===== src/rtl/issue_decode.sv =====
// Decode/issue stage ahead of the 32x32 register file: holds one RV32I instruction, tracks pending
// destinations and stalls on RAW/WAW hazards. Optional macro ISSUE_DECODE_WB_BYPASS_EN removes the writeback penalty.
module issue_decode #(
  parameter int XLEN = 32,
  parameter int NREG = 32
) (
  input  logic            clk,
  input  logic            rst,
  input  logic            in_valid,
  output logic            in_ready,
  input  logic [31:0]     in_instr,
  input  logic [31:0]     in_pc,
  input  logic            flush,
  output logic [4:0]      ra,
  output logic [4:0]      rb,
  input  logic            wb_valid,
  input  logic [4:0]      wb_rd,
  input  logic [31:0]     wb_data,
  output logic            rf_we,
  output logic [4:0]      rf_rd,
  output logic [31:0]     rf_di,
  output logic            out_valid,
  input  logic            out_ready,
  output logic [31:0]     out_pc,
  output logic [31:0]     out_imm,
  output logic [6:0]      out_opcode,
  output logic [3:0]      out_funct,
  output logic [4:0]      out_rd,
  output logic            out_illegal
);

  localparam logic [6:0] OPC_LUI    = 7'b0110111;
  localparam logic [6:0] OPC_AUIPC  = 7'b0010111;
  localparam logic [6:0] OPC_JAL    = 7'b1101111;
  localparam logic [6:0] OPC_JALR   = 7'b1100111;
  localparam logic [6:0] OPC_BRANCH = 7'b1100011;
  localparam logic [6:0] OPC_LOAD   = 7'b0000011;
  localparam logic [6:0] OPC_STORE  = 7'b0100011;
  localparam logic [6:0] OPC_OPIMM  = 7'b0010011;
  localparam logic [6:0] OPC_OP     = 7'b0110011;
  localparam logic [6:0] OPC_FENCE  = 7'b0001111;
  localparam logic [6:0] OPC_SYSTEM = 7'b1110011;

  typedef enum logic {EMPTY, HELD} state_t;

  state_t             state, state_nxt;
  logic [XLEN-1:0]    instr_p0, pc_p0;
  logic [NREG-1:0]    pend, pend_nxt, pend_chk;
  logic [6:0]         opcode;
  logic               full, hazard, issue, load;
  logic               uses_rs1, uses_rs2, writes_rd, illegal;

  function automatic logic signed [31:0] imm_gen(input logic [31:0] i, input logic [6:0] opc);
    logic signed [31:0] imm;
    case (opc)
      OPC_JALR, OPC_LOAD, OPC_OPIMM: imm = {{20{i[31]}}, i[31:20]};
      OPC_STORE:                     imm = {{20{i[31]}}, i[31:25], i[11:7]};
      OPC_BRANCH:                    imm = {{19{i[31]}}, i[31], i[7], i[30:25], i[11:8], 1'b0};
      OPC_LUI, OPC_AUIPC:            imm = {i[31:12], 12'b0};
      OPC_JAL:                       imm = {{11{i[31]}}, i[31], i[19:12], i[20], i[30:21], 1'b0};
      default:                       imm = '0;
    endcase
    return imm;
  endfunction

  assign opcode = instr_p0[6:0];

  always_comb begin
    uses_rs1  = 1'b0;
    uses_rs2  = 1'b0;
    writes_rd = 1'b0;
    illegal   = 1'b0;
    case (opcode)
      OPC_LUI, OPC_AUIPC, OPC_JAL: writes_rd = 1'b1;
      OPC_JALR, OPC_LOAD, OPC_OPIMM: begin
        uses_rs1  = 1'b1;
        writes_rd = 1'b1;
      end
      OPC_BRANCH, OPC_STORE: begin
        uses_rs1 = 1'b1;
        uses_rs2 = 1'b1;
      end
      OPC_OP: begin
        uses_rs1  = 1'b1;
        uses_rs2  = 1'b1;
        writes_rd = 1'b1;
      end
      OPC_FENCE, OPC_SYSTEM: ;
      default: illegal = 1'b1;
    endcase
  end

  assign full        = (state == HELD);
  assign ra          = uses_rs1 ? instr_p0[19:15] : 5'd0;
  assign rb          = uses_rs2 ? instr_p0[24:20] : 5'd0;
  assign out_rd      = writes_rd ? instr_p0[11:7] : 5'd0;
  assign out_imm     = imm_gen(instr_p0, opcode);
  assign out_opcode  = opcode;
  assign out_funct   = {instr_p0[30], instr_p0[14:12]};
  assign out_pc      = pc_p0;
  assign out_illegal = full & illegal;

  // A writeback retiring this cycle can optionally unblock its dependent immediately.
`ifdef ISSUE_DECODE_WB_BYPASS_EN
  logic [NREG-1:0] wbmask;
  assign wbmask   = wb_valid ? (NREG'(1) << wb_rd) : '0;
  assign pend_chk = pend & ~wbmask;
`else
  assign pend_chk = pend;
`endif

  assign hazard    = full & (((ra != 5'd0) & pend_chk[ra]) |
                             ((rb != 5'd0) & pend_chk[rb]) |
                             ((out_rd != 5'd0) & pend_chk[out_rd]));
  assign out_valid = full & ~hazard & ~flush;
  assign issue     = out_valid & out_ready;
  assign in_ready  = ~full | issue | flush;
  assign load      = in_valid & in_ready;

  assign rf_we = wb_valid & (wb_rd != 5'd0);
  assign rf_rd = wb_rd;
  assign rf_di = wb_data;

  always_comb begin
    state_nxt = state;
    if (load)
      state_nxt = HELD;
    else if (issue | flush)
      state_nxt = EMPTY;
  end

  // Set on issue beats clear on writeback for the same register.
  always_comb begin
    pend_nxt = pend;
    for (int i = 1; i < NREG; i++) begin
      if (wb_valid && wb_rd == 5'(i))
        pend_nxt[i] = 1'b0;
      if (issue && out_rd == 5'(i))
        pend_nxt[i] = 1'b1;
    end
    pend_nxt[0] = 1'b0;
  end

  // Holding-register stage boundary
  always_ff @(posedge clk) begin
    if (rst) begin
      state <= EMPTY;
      pend  <= '0;
    end else begin
      state <= state_nxt;
      pend  <= pend_nxt;
    end
  end

  always_ff @(posedge clk) begin
    if (rst) begin
      instr_p0 <= '0;
      pc_p0    <= '0;
    end else if (load) begin
      instr_p0 <= in_instr;
      pc_p0    <= in_pc;
    end
  end

endmodule


===== config.mk =====
export PLATFORM = sky130hd
export DESIGN_NAME = issue_decode
export DESIGN_NICKNAME = d
export VERILOG_FILES = /design/src/rtl/issue_decode.sv
export SDC_FILE = /design/constraint.sdc
export NUM_CORES = 1
export LEC_CHECK = 0
export CORE_MARGIN = 5
export CORE_UTILIZATION = 48
export DETAILED_ROUTE_END_ITERATION = 8
export PLACE_DENSITY = 0.84
export REMOVE_ABC_BUFFERS = 1
export SLEW_MARGIN = 20
export SYNTH_ARGS = -nofsm -noshare
export SYNTH_HDL_FRONTEND = slang
export SYNTH_SLANG_ARGS = --single-unit

===== constraint.sdc =====
create_clock -name clk -period 5.4 [get_ports clk]
set_input_delay 0.81 -clock clk [delete_from_list [all_inputs] [get_ports clk]]
set_output_delay 0.81 -clock clk [all_outputs]
set_load 0.01 [all_outputs]

======== After elaboration in Yosys (flattened, before gate mapping) ========
Index checks and enable logic that the tools add are counted.
storage, ports and cells
  register bits after elaboration ......... 97
  input bits .............................. 107
cells by class
  order comparisons ....................... 3
  bitwise operators ....................... 18
  reduce and logical (&&, ||, !) cells .... 104
  equality and inequality tests ........... 73
  mux-type cells .......................... 78
operators with widths
  cell                count
  $eq 5x5->1 const B  32
  $pmux 32 s5         1
  $eq 5x4->1 const B  16
  $mux 1              71
  $reduce_bool 2->1   32
  $logic_and 1x1->1   62
  $eq 5x3->1 const B  8
  $eq 7x7->1 const B  4
  $eq 7x6->1 const B  3
  $eq 5x2->1 const B  4
  $reduce_bool 5->1   4
  $lt 5x6->1 const B  3
  $bmux 1 s5          3
  $mux 5              3
  $eq 7x5->1 const B  2
  $reduce_or 11->1    1
  $and 1x1->1         10
  $eq 5x1->1 const B  2
  $eq 7x2->1 const B  1
  $eq 7x4->1 const B  1
  $reduce_or 7->1     1
  $reduce_or 3->1     2
  $reduce_or 6->1     1
  $or 1x1->1          5
  other kinds (2)     4

======== Logic depth before layout (Yosys ltp) ========
  depth in word-level cells ............... 18
  gate-level depth with buffers ........... 11

======== Least setup slack after synthesis ========
Ideal clock, no wire load.
  path kind ............................... reg2out
  from .................................... register instr_p0[2]
  to ...................................... output port out_imm[20]
  arrival time ............................ 1980 ps
  stages on the path, launching flop included .. 8
  required time ........................... 4590 ps
  setup slack ............................. 2610 ps
  cell sequence ........................... dfxtp_1 -> buf_6 -> nand2b_1 -> nor3_1 -> nor2_1 -> nor2b_1 -> clkbuf_1 -> a21o_1
between the ends
  longest elaborated chain between the ends .. 3
ends and longest elaborated chain
  item                                                line  RTL
  from (decl)                                         47    logic [XLEN-1:0] instr_p0, pc_p0;
  from (signal assigned)                              160   instr_p0 <= in_instr;
  $eq 7x7->1, or another cell as far along            55    case (opc)
  $reduce_or 3->1 or $reduce_or 2->1 (tied branches)  --
  $pmux 32 s5 *                                       55
  to (decl)                                           25    output logic [31:0] out_imm,
Mark *: on every way between the ends. The rest lies on a longest branch, timed or not.

======== Final worst setup path ========
  from .................................... register instr_p0[5]
  to ...................................... output port out_imm[29]
Same word-level chain as after synthesis.

==> results.md <==
- Worst Hold Class: reg2reg
- Starting Density: 48.5%
- Global-route wire length before repair: 28.3 mm
- DR iter-0 viols: 559
- Number of synthesized flops with an enable pin: 0
- Skew-Pair Late Insertion Delay: 0.35 ns
- Syn avg cell area: 8.52 µm²
- Post-route cell area: 7750 µm²
- Final setup violation count: 0
- Post-synthesis cell type count: 61
- Fin. Hold Viols: 0
- ANT nets after route: 0
- Setup TNS Final: 0 ns
- Status: completed
- Cells after synthesis: 712
- Slowest stage delay, CP: 0.69 ns
- I/O Buffers: 173
- Vias in the first global route: 5192
- Top-area cell type share of the netlist area: 31.7%
- Max-slew violations: 0
- Yosys reg bits: 96
- Initial antenna violation count: 0
- Slowest cell on the critical path: nor2b_1
- Clock sink total: 96
- Final wirelength: 18.9 mm
- DRC: 0
- Layout Cells excl Fill: 978
- CP arrival: 3.30 ns
- DP Area: 7410 µm²
- Placer Congestion: 0.938
- Share of the yosys chip area belonging to registers: 31.7%
- Mapped Area: 6060 µm²
- Slew @ Worst Pin: 0.914 ns
- Router iterations before antenna repair: 5
- Setup crit end kind: output port
- RSZ-0062 raised after global routing: false
- Via count: 5622
- Top delay family on crit path: simple AND/OR/NAND/NOR gates
- CTS Hold Bufs: 0
- Worst path depth: 6
- Clock slew at reported path FFs: 0.07 ns
- Worst slew margin: 39.0%
- Min Clock Period, post-route: 4.11 ns
- CP endpoint: out_imm[29]
- Root Driver: clkbuf_16
- Crit Path Max Fanout: 11
- Fmax: 0.243 GHz
- Gr ovfl total: 0
- Clock buffer depth: 2
- Count leader, synth: nand2_1
- Die X: 122 µm
- Vias/cell: 5.75
- Cell Pwr Density: 232 nW/µm²
- Worst Setup SP: instr_p0[5]
- Layout cells sized above 1: 5.46%
- Synth async-reset ratio: 0%
- Worst r2r src: instr_p0[6]
- Nets: 908
- TritonCTS Buffers: 9
- Final HPWL from detailed placement: 13.9 mm
- Io pins: 238
- Post-CTS setup buffers: 0
- Reg-to-Reg End: instr_p0[10]
- Leak: 2.98 nW
- Antenna diodes: 0
- Top_reg_cell synth: dfxtp_1
- Yosys top cell by area: dfxtp_1
- Clk_skew: 0.00741 ns
- Die height: 122 µm
- Global Route Usage Sum: 24.3%
- CP Launch Type: flop
- Pin count of the biggest net entering global routing: 66
- Post-synth top cells: 109 x nand2_1, 96 x dfxtp_1, 77 x mux2i_1
- Avg WL per Cell: 19.3 µm
- Placed Cells: 962
- Core Box Area: 12500 µm²
- R2R setup slack: 1.74 ns
- Worst Path Buf+Inv: 1
- VDD IR-drop max: 0.139 mV
- Htree depth: 3
- MaxCap Viol Count: 0
- Req. time, crit path: 4.59 ns
- Crit-path cells: nand2b_1, nor3_1, nor2_1, nor2b_1, a21o_1, clkdlybuf4s50_1
- Rows: 41
- TritonCTS clock tree: done
- Die area: 15000 µm²
- Yosys synthesis warning count: 0
- Crit share post-route: 76.2%
- Worst R2R Path Depth: 8
- Synth area leaders: dfxtp_1 32%, mux2i_1 13%, nand2_1 6.7%, buf_4 6.1%, nand2b_1 5.6%
- Area growth syn-to-layout: 27.8%
- CP Class: reg2out
- Post-CTS Resized: 0
==> through the flow <==
step / total power [W] / utilization (%) / setup WS (ns) / hold slack [ns]
floorplan: 0.000935 / - / 0.917 / 0.444
global placement: 0.00108 / 59.2 / 1.78 / 0.441
detailed placement: 0.00109 / 59.2 / 1.66 / 0.451
CTS: 0.00181 / 61.9 / 1.28 / 0.462
global route: 0.00186 / 61.9 / 0.862 / 0.482
finish: 0.00180 / 61.9 / 1.29 / 0.459
==> logic make-up after synthesis <==
| group | share of synthesized area [%] |
|---|---|
| buffers and inverters | 11.5 |
| muxes | 17.9 |
| and+or+nand+nor | 24.4 |
| DFF | 31.7 |
| AOI/OAI and AO/OA | 14.5 |
==> power by group <==
| part | switching, W | internal (W) | leakage (nW) | total (W) |
|---|---|---|---|---|
| clock | 0.000295 | 0.000427 | 0.163 | 0.000722 |
| combinational | 0.000119 | 0.000159 | 2.03 | 0.000278 |
| sequential | 0.0000535 | 0.000742 | 0.786 | 0.000796 |
==> placed cells by master (no fill, tap or decap), types with 7 or more instances in the layout <==
| cell | count |
|---|---|
| inv_1 | 15 |
| nand3_1 | 23 |
| a21o_1 | 20 |
| nor2_1 | 13 |
| nand2b_1 | 54 |
| o211ai_1 | 7 |
| clkbuf_16 | 9 |
| mux2i_1 | 77 |
| mux4_2 | 12 |
| clkdlybuf4s50_1 | 172 |
| nor2b_1 | 26 |
| nand2_1 | 109 |
| o21ai_0 | 36 |
| o31ai_1 | 14 |
| and2_1 | 12 |
| nor3_1 | 8 |
| a21oi_1 | 8 |
| dfxtp_1 | 96 |
==> how the worst min path moves through the flow <==
| stage | start | to | slack [ns] | depth (start not counted) |
|---|---|---|---|---|
| CTS | out_pc[13] | out_pc[13] | 0.46 | 2 |
| global route | out_pc[14] | out_pc[14] | 0.48 | 2 |
| floorplan | instr_p0[25] | instr_p0[25] | 0.44 | 2 |
| finish | out_pc[16] | out_pc[16] | 0.46 | 2 |
| global placement | out_pc[16] | out_pc[16] | 0.44 | 2 |
| detailed placement | out_pc[13] | out_pc[13] | 0.45 | 2 |
==> routing by layer <==
layer / wire length, µm / global-route usage, % / vias up
met2: 8250 / 36.8 / 324
met3: 2140 / 8.39 / 56
li1: - / - / 2642
met5: 0 / 3.13 / -
met1: 7820 / 31.0 / 2600
met4: 644 / 10.6 / 0
==> registers in the layout, summed over array words and instances (netlist names) <==
| signal | count |
|---|---|
| full | 1 |
| instr_p0 | 32 |
| out_pc | 32 |
| pend | 31 |
==> final cells by class <==
cell class	instances	area, µm²
clock buffers	10	239
clock inverters	6	98.8
fillers	1106	4770
inverters	16	60.1
multi-input cells	501	3460
flip-flops and latches	96	1920
well taps	172	215
repair buffers	177	1760
==> tightest hold or removal path: stages, from the launching register on <==
cell and delay (ns):
dfxtp_1 0.31, nand2_1 0.05, mux2i_1 0.05
No activity file was read; power rests on OpenSTA's default activity.
